<file path="src/rtl/s7_bin2bcd_ctrl.sv">
`default_nettype none
// ============================================================================
// Module   : s7_bin2bcd_ctrl
// Brief    : Binary-to-packed-BCD controller for a multiplexed 7-segment
//            display. Serial double-dabble, one input bit per cycle, with
//            saturation to all 9s and an overflow flag. The committed result
//            only changes in a single COMMIT cycle, so the display never sees
//            a partially converted value.
// Revision : 1.0 - initial release
// ============================================================================
module s7_bin2bcd_ctrl #(
  parameter int DISPLAYS_NUM = 4,
  parameter int BIN_WIDTH    = 14
) (
  input  logic                      i_clk,
  input  logic                      i_rst,
  input  logic [BIN_WIDTH-1:0]      i_bin,
  input  logic                      i_valid,
  output logic                      o_ready,
  output logic [DISPLAYS_NUM*4-1:0] o_bcd_data,
  output logic                      o_overflow,
  output logic                      o_done
);

  // Largest displayable value, 10^DISPLAYS_NUM - 1, as a 32-bit constant.
  function automatic logic [31:0] f_max_value(input int digits);
    logic [31:0] p;
    p = 32'd1;
    for (int k = 0; k < digits; k++) begin
      p = p * 32'd10;
    end
    return p - 32'd1;
  endfunction

  localparam int          c_bcd_w     = DISPLAYS_NUM * 4;
  localparam logic [31:0] c_max       = f_max_value(DISPLAYS_NUM);
  localparam logic [c_bcd_w-1:0] c_all_nines = {DISPLAYS_NUM{4'h9}};
  localparam logic [4:0]  c_cnt_init  = 5'(BIN_WIDTH - 1);

  localparam logic [1:0] c_st_idle   = 2'd0;
  localparam logic [1:0] c_st_shift  = 2'd1;
  localparam logic [1:0] c_st_commit = 2'd2;

  logic [1:0]           r_state;
  logic [BIN_WIDTH-1:0] r_shift;
  logic [c_bcd_w-1:0]   r_scratch;
  logic [4:0]           r_cnt;
  logic                 r_pend_ovf;

  logic [c_bcd_w-1:0]   w_adj;
  logic [c_bcd_w-1:0]   w_scratch_next;
  logic [BIN_WIDTH-1:0] w_shift_next;
  logic [31:0]          w_bin_ext;
  logic                 w_accept;

  assign o_ready   = (r_state == c_st_idle);
  assign w_accept  = o_ready && i_valid;
  assign w_bin_ext = {{(32 - BIN_WIDTH){1'b0}}, i_bin};

  // Double-dabble correction: any digit >= 5 gets +3 before the shift.
  generate
    for (genvar g = 0; g < DISPLAYS_NUM; g++) begin : g_adj
      assign w_adj[g*4 +: 4] = (r_scratch[g*4 +: 4] >= 4'd5) ?
                               (r_scratch[g*4 +: 4] + 4'd3) :
                                r_scratch[g*4 +: 4];
    end
  endgenerate

  // Shift {scratch, shift} left by one; input MSB enters digit 0.
  assign w_scratch_next = {w_adj[c_bcd_w-2:0], r_shift[BIN_WIDTH-1]};
  assign w_shift_next   = r_shift << 1;

  // Conversion FSM and committed output registers.
  always_ff @(posedge i_clk or posedge i_rst) begin
    if (i_rst) begin
      r_state    <= c_st_idle;
      r_shift    <= '0;
      r_scratch  <= '0;
      r_cnt      <= '0;
      r_pend_ovf <= 1'b0;
      o_bcd_data <= '0;
      o_overflow <= 1'b0;
      o_done     <= 1'b0;
    end else begin
      o_done <= 1'b0;
      case (r_state)
        c_st_idle: begin
          if (w_accept) begin
            r_shift <= i_bin;
            if (w_bin_ext > c_max) begin
              r_scratch  <= c_all_nines;
              r_pend_ovf <= 1'b1;
              r_state    <= c_st_commit;
            end else begin
              r_scratch  <= '0;
              r_pend_ovf <= 1'b0;
              r_cnt      <= c_cnt_init;
              r_state    <= c_st_shift;
            end
          end
        end
        c_st_shift: begin
          r_scratch <= w_scratch_next;
          r_shift   <= w_shift_next;
          if (r_cnt == 5'd0) begin
            r_state <= c_st_commit;
          end else begin
            r_cnt <= r_cnt - 5'd1;
          end
        end
        c_st_commit: begin
          o_bcd_data <= r_scratch;
          o_overflow <= r_pend_ovf;
          o_done     <= 1'b1;
          r_state    <= c_st_idle;
        end
        default: begin
          r_state <= c_st_idle;
        end
      endcase
    end
  end

endmodule
`default_nettype wire

</file>
<file path="config.mk">
export PLATFORM = sky130hd
export DESIGN_NAME = s7_bin2bcd_ctrl
export DESIGN_NICKNAME = d
export VERILOG_FILES = /design/src/rtl/s7_bin2bcd_ctrl.sv
export SDC_FILE = /design/constraint.sdc
export NUM_CORES = 1
export LEC_CHECK = 0
export CAP_MARGIN = 5
export CORE_AREA = 4 4 73 75
export DETAILED_ROUTE_END_ITERATION = 10
export DIE_AREA = 0 0 77 79
export PLACE_DENSITY = 0.82
export SYNTH_ARGS = -nofsm -noshare
export SYNTH_HDL_FRONTEND = slang
export SYNTH_SLANG_ARGS = --single-unit
</file>
<file path="constraint.sdc">
create_clock -name i_clk -period 2.72 [get_ports i_clk]
set_input_delay 0.408 -clock i_clk [delete_from_list [all_inputs] [get_ports i_clk]]
set_output_delay 0.408 -clock i_clk [all_outputs]
set_load 0.005 [all_outputs]
</file>
======== After elaboration in Yosys (flattened, before gate mapping) ========
Cells that the tools add are included.
storage, ports and cells
  logic and storage cells ................. 51
  register bits ........................... 56
  output and inout port bits .............. 19
cells by class
  add/subtract/negate cells ............... 5
  reduce and logical (&&, ||, !) cells .... 8
  multiplexer cells ....................... 19
  $lt $le $gt $ge ......................... 5
  eq/ne operators ......................... 6
operator list
  operator              count
  $mux 16               2
  $pmux 16 s2           1
  $pmux 14 s2           1
  $ge 4x3->1 const B    4
  $mux 5                3
  $gt 14x14->1 const B  1
  $mux 14               1
  $add 4x2->4 const B   3
  $mux 4                3
  $pmux 5 s2            1
  $mux 2                3
  $ne 2x2->1 const B    3
  $reduce_and 2->1      3
  $logic_not 5->1       1
  $sub 5x1->5 const B   1
  $pmux 2 s2            1
  $reduce_and 4->1      1
  $add 3x2->3 const B   1
  $mux 3                1
  $eq 2x1->1 const B    1
  $eq 2x2->1 const B    1
  $logic_not 2->1       1
  $mux 1                2
  $ne 2x1->1 const B    1
  2 further kinds       2

======== Longest topological paths before layout ========
Gate-level depths: netlist of the first run.
  depth after elaboration ................. 4
  depth in mapped cells ................... 6
  depth with buffers taken out ............ 6

======== Worst setup path after synthesis of the first run ========
No wires, ideal clock.
  path kind ............................... reg2reg
  start point ............................. register r_cnt[0]
  end point ............................... register r_cnt[2]
  arrival time ............................ 1.542 ns
  setup time .............................. 0.120 ns
  cell stages (with the launch flop) ...... 7
  required time ........................... 2.600 ns
  path buffers ............................ 0
  slack ................................... 1.058 ns
  clock period less this slack ............ 1.662 ns
  cell sequence ........................... dfrtp_1 -> inv_1 -> ha_1 -> or4b_4 -> a21oi_4 -> a31oi_4 -> o211a_1
on the way
  cells in the longest elaborated chain, start to end .. 3
RTL lines
  element                                                RTL line  RTL
  start: declaration                                     47        logic [4:0] r_cnt;
  start signal: assignment                               97        r_cnt <= c_cnt_init;
  start signal: assignment                               108       r_cnt <= r_cnt - 5'd1;
  $sub 5x1->5 / $logic_not 5->1 (equally long branches)  108, 105
  $mux 5 / $ne 2x2->1 (equally long branches)            -
  $pmux 5 s2 / $reduce_and 4->1 (equally long branches)  -
Several ways; a longest one is shown, not always the timed one. The select of a mux whose other input is x is not followed.
A chain may end at the register's enable or synchronous reset.

======== Worst setup path after layout of the first run ========
  start point ............................. register r_state[1]
  end point ............................... output o_ready
on the way
  cells in the longest elaborated chain, start to end .. 1
RTL lines
  element                   RTL line  RTL
  start: declaration        44        logic [1:0] r_state;
  start signal: assignment  76        r_state <= c_st_idle;
  start signal: assignment  93        r_state <= c_st_commit;
  start signal: assignment  98        r_state <= c_st_shift;
  $logic_not 2->1           56        assign o_ready = (r_state == c_st_idle);
  end: declaration          19        output logic o_ready,
No other way between the ends.

==> metrics.yaml, run 1 <==
sta:
  hold_violations: 0
  max_freq_mhz: 473
  worst_pin_slew_ps: 863
  finalSetupTns_ps: 0
  slew_headroom_pct: 42.4
  drv_slew: 0
  fin_worst_skew_ps: 4.70
  setup-violations-final: 0
  whs_ps: 373
  period_share_pct: 77.8
  rsz0062_at_grt: "no"
  finalCriticalPeriod_ps: 2120
cts:
  cts_resized: 0
  cts_root_buffer: "clkbuf_8"
  clock_sinks: 56
  clk_latency_ps: 310
  cts_buffer_depth: 2
  htreeDepth: 2
  clk_pin_slew_ps: 100
  cts_tree: "done"
  postCtsSetupRepairBufs: 0
  cts-buffers-inserted: 5
  cts_hold_buf: 0
yosys:
  ys_types: 35
  synth_edf_count: 0
  netlist.area_leader.share_pct: 52.6
  synth_cells: 254
  yosysSeqAreaShare_pct: 52.6
  synthArstFlopShare_pct: 100
  synth_area_leaders: "dfrtp_1 53%, mux2_1 7.2%, ha_1 4.7%"
  netlist_area_mm2: 0.00267
  syn_nets: 281
  syn_area_per_cell_um2: 10.5
  synth.top_cells.by_count: "56 x dfrtp_1, 32 x nand2_1, 22 x nand3_1"
  synth-main-ff-cell: "dfrtp_1"
  synth_area_leader_cell: "dfrtp_1"
  ys_warn_count: 0
  ys_seq_elements: 56
  synth.most_common_cell: "dfrtp_1"
floorplan:
  start_util_pct: 57.2
  ios: 36
  core-area_mm2: 0.00466
  dieWidth_um: 77
  num_rows: 25
  die_h_um: 79
  die_area_mm2: 0.00608
drt:
  first_iter_violations: 140
  wl_per_cell_um: 15.3
  antenna_left: 0
  drt-pass1-iter-count: 4
  drt-total-wl_um: 5270
  drc: 0
  vias: 1946
  routed_via_density: 5.66
worst_setup_path:
  cp-start-kind: "flop"
  critPathKind: "reg -> out"
  arrival_ps: 1710
  r2r_cells: 4
  cp_max_fo: 5
  crit_required_ps: 2310
  endpoint_kind: "output port"
status:
  status: "complete, no violations"
run:
  drv_cap: 0
power_and_ir_drop:
  cellLeakagePower_uw: 0.00142
  p_sw_uw: 1370
  p_comb_share_pct: 44.0
  ir_drop_uv: 741
  seq_power_share_pct: 40.1
  p_sw_share_pct: 36.7
  finalPower_uw: 3740
  power_density_mw_per_mm2: 1170
  power.internal_uw: 2370
  clkPwrFrac_pct: 15.9
placed_design:
  gp_congestion: 0.815
  placed_cell_area_mm2: 0.00308
  portBuffers: 35
  hpwl_um: 3660
cells_and_area:
  design_area_mm2: 0.00321
  drive_above_1_share_pct: 7.59
  post-route-util_pct: 68.8
  nFillCells: 350
  fin_nets: 316
  synthToLayoutAreaGrowth_pct: 20.3
  antenna_cells: 0
global_routing:
  grt_max_degree: 41
  grt_pass1_wl_um: 8950
  antenna_found_initial: 0
  grt_usage_pct: 18.5
  grt_pass1_vias: 1904
  overflow: 0
worst_hold_path:
  hold_class: "in -> async"
## critical path, stage by stage (launching register included)
cell and delay (ps):
dfrtp_1 460, nor2_1 350, clkdlybuf4s50_1 590
## per-layer routing
metal	track usage [%]	up-vias	wire length (um)
li1	-	954	-
met1	23.9	938	2320
met2	30.5	45	2650
met3	3.97	9	221
met4	8.01	0	78
met5	0	-	0
## flip-flops by register name (all words and copies together) (netlist names)
signal / count
r_cnt: 5
r_state: 2
o_bcd_data: 16
r_shift: 14
r_scratch: 16
r_pend_ovf: 1
o_done: 1
o_overflow: 1
## cell type report
| type | count | area, um^2 | area share, % |
|---|---|---|---|
| clock buffer | 7 | 96.3 | 3.00 |
| multi-input combinational | 175 | 1170 | 36.5 |
| clock inverter | 1 | 30.0 | 0.936 |
| timing repair buffer | 40 | 400 | 12.5 |
| tap | 54 | 67.6 | 2.11 |
| sequential | 56 | 1400 | 43.7 |
| inverter | 11 | 41.3 | 1.29 |
## power groups by stage
stage | Clock, uW | Combinational, uW | Sequential [uW]
final | 593 | 1650 | 1500
after global routing | 634 | 1850 | 1550
after CTS | 606 | 1670 | 1500
after detailed placement | 0 | 1650 | 1520
after global placement | 0 | 1580 | 1490
after floorplan | 0 | 1120 | 1450
## final timing paths
check / start / end / slack, ps
setup / recovery: r_state[1] / o_ready / 600
hold / removal: i_rst / r_shift[0] / 370
setup reg to reg: r_state[1] / r_scratch[4] / 750
hold reg to reg: r_shift[13] / r_shift[13] / 480
max in group asynchronous: i_rst / r_scratch[9] / 1720
min in group i_clk: r_shift[13] / r_shift[13] / 480
## metrics by stage
| step | instances | worst slack [ps] |
|---|---|---|
| floorplan | 254 | 941 |
| global placement | 336 | 659 |
| detailed placement | 336 | 596 |
| CTS | 344 | 595 |
| global route | 344 | 529 |
| finish | 344 | 605 |
## placed cells by master, fill, tap and decap left out, types with 3 or more instances in the layout
cell type        Yosys  layout
a31oi_1             13      13
nor2_1              16      16
xnor2_1              5       5
dfrtp_1             56      56
ha_1                10      10
nor3_1               5       5
a21oi_1              5       5
buf_4                0       4
inv_1               11      10
o21ai_1             14      14
mux2_1              17      17
xor2_1               3       3
o311ai_1             4       4
clkdlybuf4s50_1      0      35
mux2_2               4       4
nand2_1             32      32
nand3_1             22      22
clkbuf_8             0       7
nand2b_1             5       5
o21ai_0              5       5
## cell families (layout without fill, tap and decap cells)
kind of cell             after synthesis  after routing  share of synthesized area (%)
AO/OA/AOI/OAI                         49             49                           12.2
multiplexers                          21             21                           8.87
flip-flops                            56             56                           52.6
AND/OR/NAND/NOR                       87             87                           15.5
adder cells (fa/ha/maj)               10             10                           4.69
XOR/XNOR                               8              8                           2.63
buffers and inverters                 23             59                           3.57
(Power assumes the default switching activity.)
==> run 2: changes to the inputs <==
Settings changed: CORE_AREA 4 4 73 75 to 4 4 79 81, DIE_AREA 0 0 77 79 to 0 0 83 85, PLACE_DENSITY 0.82 to 0.74.
Clock period 2.72 ns to 1.9 ns, I/O delays scaled along.
==> run 2 against run 1 <==
Effect of this change: critical path depth increased by 4; worst setup slack got worse by 470 ps; first-iteration DRC count decreased by 11%; utilization decreased by 8.4 points; critical path type is now reg -> reg.
==> metrics.yaml, run 2 (synthesis gave the netlist of run 1 again) <==
sta:
  period_share_pct: 93.0
  hold_violations: 0  # unchanged
  rsz0062_at_grt: "no"
  whs_ps: 308  # -64.3 ps
  finalCriticalPeriod_ps: 1770
  setup-violations-final: 0  # unchanged
  fin_worst_skew_ps: 12.0  # +7.33 ps
  finalSetupTns_ps: 0  # unchanged
  drv_slew: 0  # unchanged
  slew_headroom_pct: 66.4  # +24 points
  max_freq_mhz: 566
  worst_pin_slew_ps: 503  # -359 ps
cells_and_area:
  synthToLayoutAreaGrowth_pct: 24.1
  fin_nets: 323  # +2.2%
  top_regs: "o_bcd_data (16), r_scratch (16), r_shift (14)"
  drive_above_1_share_pct: 9.76  # +2.2 points
  mostFrequentLayoutCells: "56 x dfrtp_1, 35 x clkdlybuf4s50_1, 32 x nand2_1, 22 x nand3_1, 17 x mux2_1"
  final_cells: 369  # +7.3%
  antenna_cells: 0  # unchanged
  final_common_cell: "dfrtp_1"
  nFillCells: 461  # +32%
drt:
  routed_via_density: 5.42  # -4.2%
  vias: 1999  # +2.7%
  antenna_left: 0  # unchanged
  drt-total-wl_um: 5170  # -1.9%
  drc: 0  # unchanged
  first_iter_violations: 125  # -11%
  drt-pass1-iter-count: 4  # unchanged
  wl_per_cell_um: 14.0  # -8.5%
global_routing:
  grt_pass1_vias: 2058  # +8.1%
  antenna_found_initial: 0  # unchanged
  grt_max_degree: 40  # -2.4%
  overflow: 0  # unchanged
  grt_pass1_wl_um: 9000  # +0.54%
  grt_usage_pct: 15.5  # -3.0 points
power_and_ir_drop:
  ir_drop_uv: 817  # +10%
  power_density_mw_per_mm2: 1630  # +40%
  cellLeakagePower_uw: 0.00146  # +3.1%
placed_design:
  portBuffers: 35  # unchanged
  hpwl_um: 3770  # +2.8%
  gp_congestion: 0.805  # -1.3%
  dpl.cell_count: 361  # +7.4%
worst_setup_path:
  cp_max_fo: 5  # unchanged
  critPathKind: "reg -> reg"
  crit-reg2reg-launch: "r_cnt[0]"
  crit_required_ps: 2110  # -200 ps
  r2r_setup_slack_ps: 130  # -620 ps
  crit_path_start: "r_cnt[0]"
  endpoint_kind: "flop"
  arrival_ps: 1980  # +270 ps
  cp-start-kind: "flop"
cts:
  clk_latency_ps: 310  # about the same
  cts_buffer_depth: 2  # unchanged
  cts_hold_buf: 0  # unchanged
  clk_pin_slew_ps: 100  # about the same
  htreeDepth: 2  # unchanged
  cts_root_buffer: "clkbuf_8"
  cts-buffers-inserted: 5  # unchanged
  cts_resized: 0  # unchanged
  postCtsSetupRepairBufs: 0  # unchanged
  clock_sinks: 56  # unchanged
  cts_tree: "done"
floorplan:
  die_area_mm2: 0.00706  # +16%
  core-area_mm2: 0.00547  # +17%
  dieWidth_um: 83  # +7.8%
  start_util_pct: 48.7  # -8.5 points
  ios: 36  # unchanged
  die_h_um: 85  # +7.6%
  num_rows: 27  # +8.0%
status:
  status: "complete, no violations"
run:
  drv_cap: 0  # unchanged
worst_hold_path:
  hold_class: "in -> async"
[run 2: path summary, 6_finish.rpt]
check | cells past startpoint | endpoint
min in group i_clk | 2 | r_shift[13]
max in group asynchronous | 3 | r_cnt[4]
worst max-delay path | 6 | r_cnt[2]
worst max register to register | 6 | r_cnt[2]
worst min-delay path | 2 | r_scratch[12]
worst min register to register | 2 | r_shift[13]
[run 2: cell type report]
class	instances	area (um^2)	area share, %
flip-flops and latches	56	1400	42.4
clock inverters	3	46.3	1.40
repair buffers	47	490	14.8
well taps	72	90.1	2.72
inverters	11	41.3	1.25
multi-input cells	175	1170	35.4
clock buffers	5	68.8	2.08
[run 2: critical path, stage by stage (launching register included)]
cell     delay (ps)
dfrtp_1         390
inv_1           110
ha_1            160
or4b_4          500
a21oi_4         210
a31oi_4          70
o211a_1         230
[run 2: metrics by stage]
stage                     cell area (um^2)  worst slack, ps  utilization, %  power (uW)
after floorplan                       2670              238               -        3680
after global placement                3190              189            58.3        4520
after detailed placement              3190              135            58.3        4650
after CTS                             3310              124            60.4        5450
after global routing                  3310             50.0            60.4        5830
final                                 3310              134            60.4        5390
[run 2: power breakdown]
| part | internal (uW) | switching [uW] |
|---|---|---|
| clock | 400 | 398 |
| combinational | 1280 | 1170 |
| sequential | 1740 | 404 |
[run 2: layer usage]
metal | vias up | wire (um) | global-route usage, %
li1 | 972 | - | -
met1 | 971 | 2290 | 18.5
met2 | 46 | 2590 | 27.8
met3 | 10 | 217 | 3.40
met4 | 0 | 64 | 5.50
met5 | - | 0 | 0
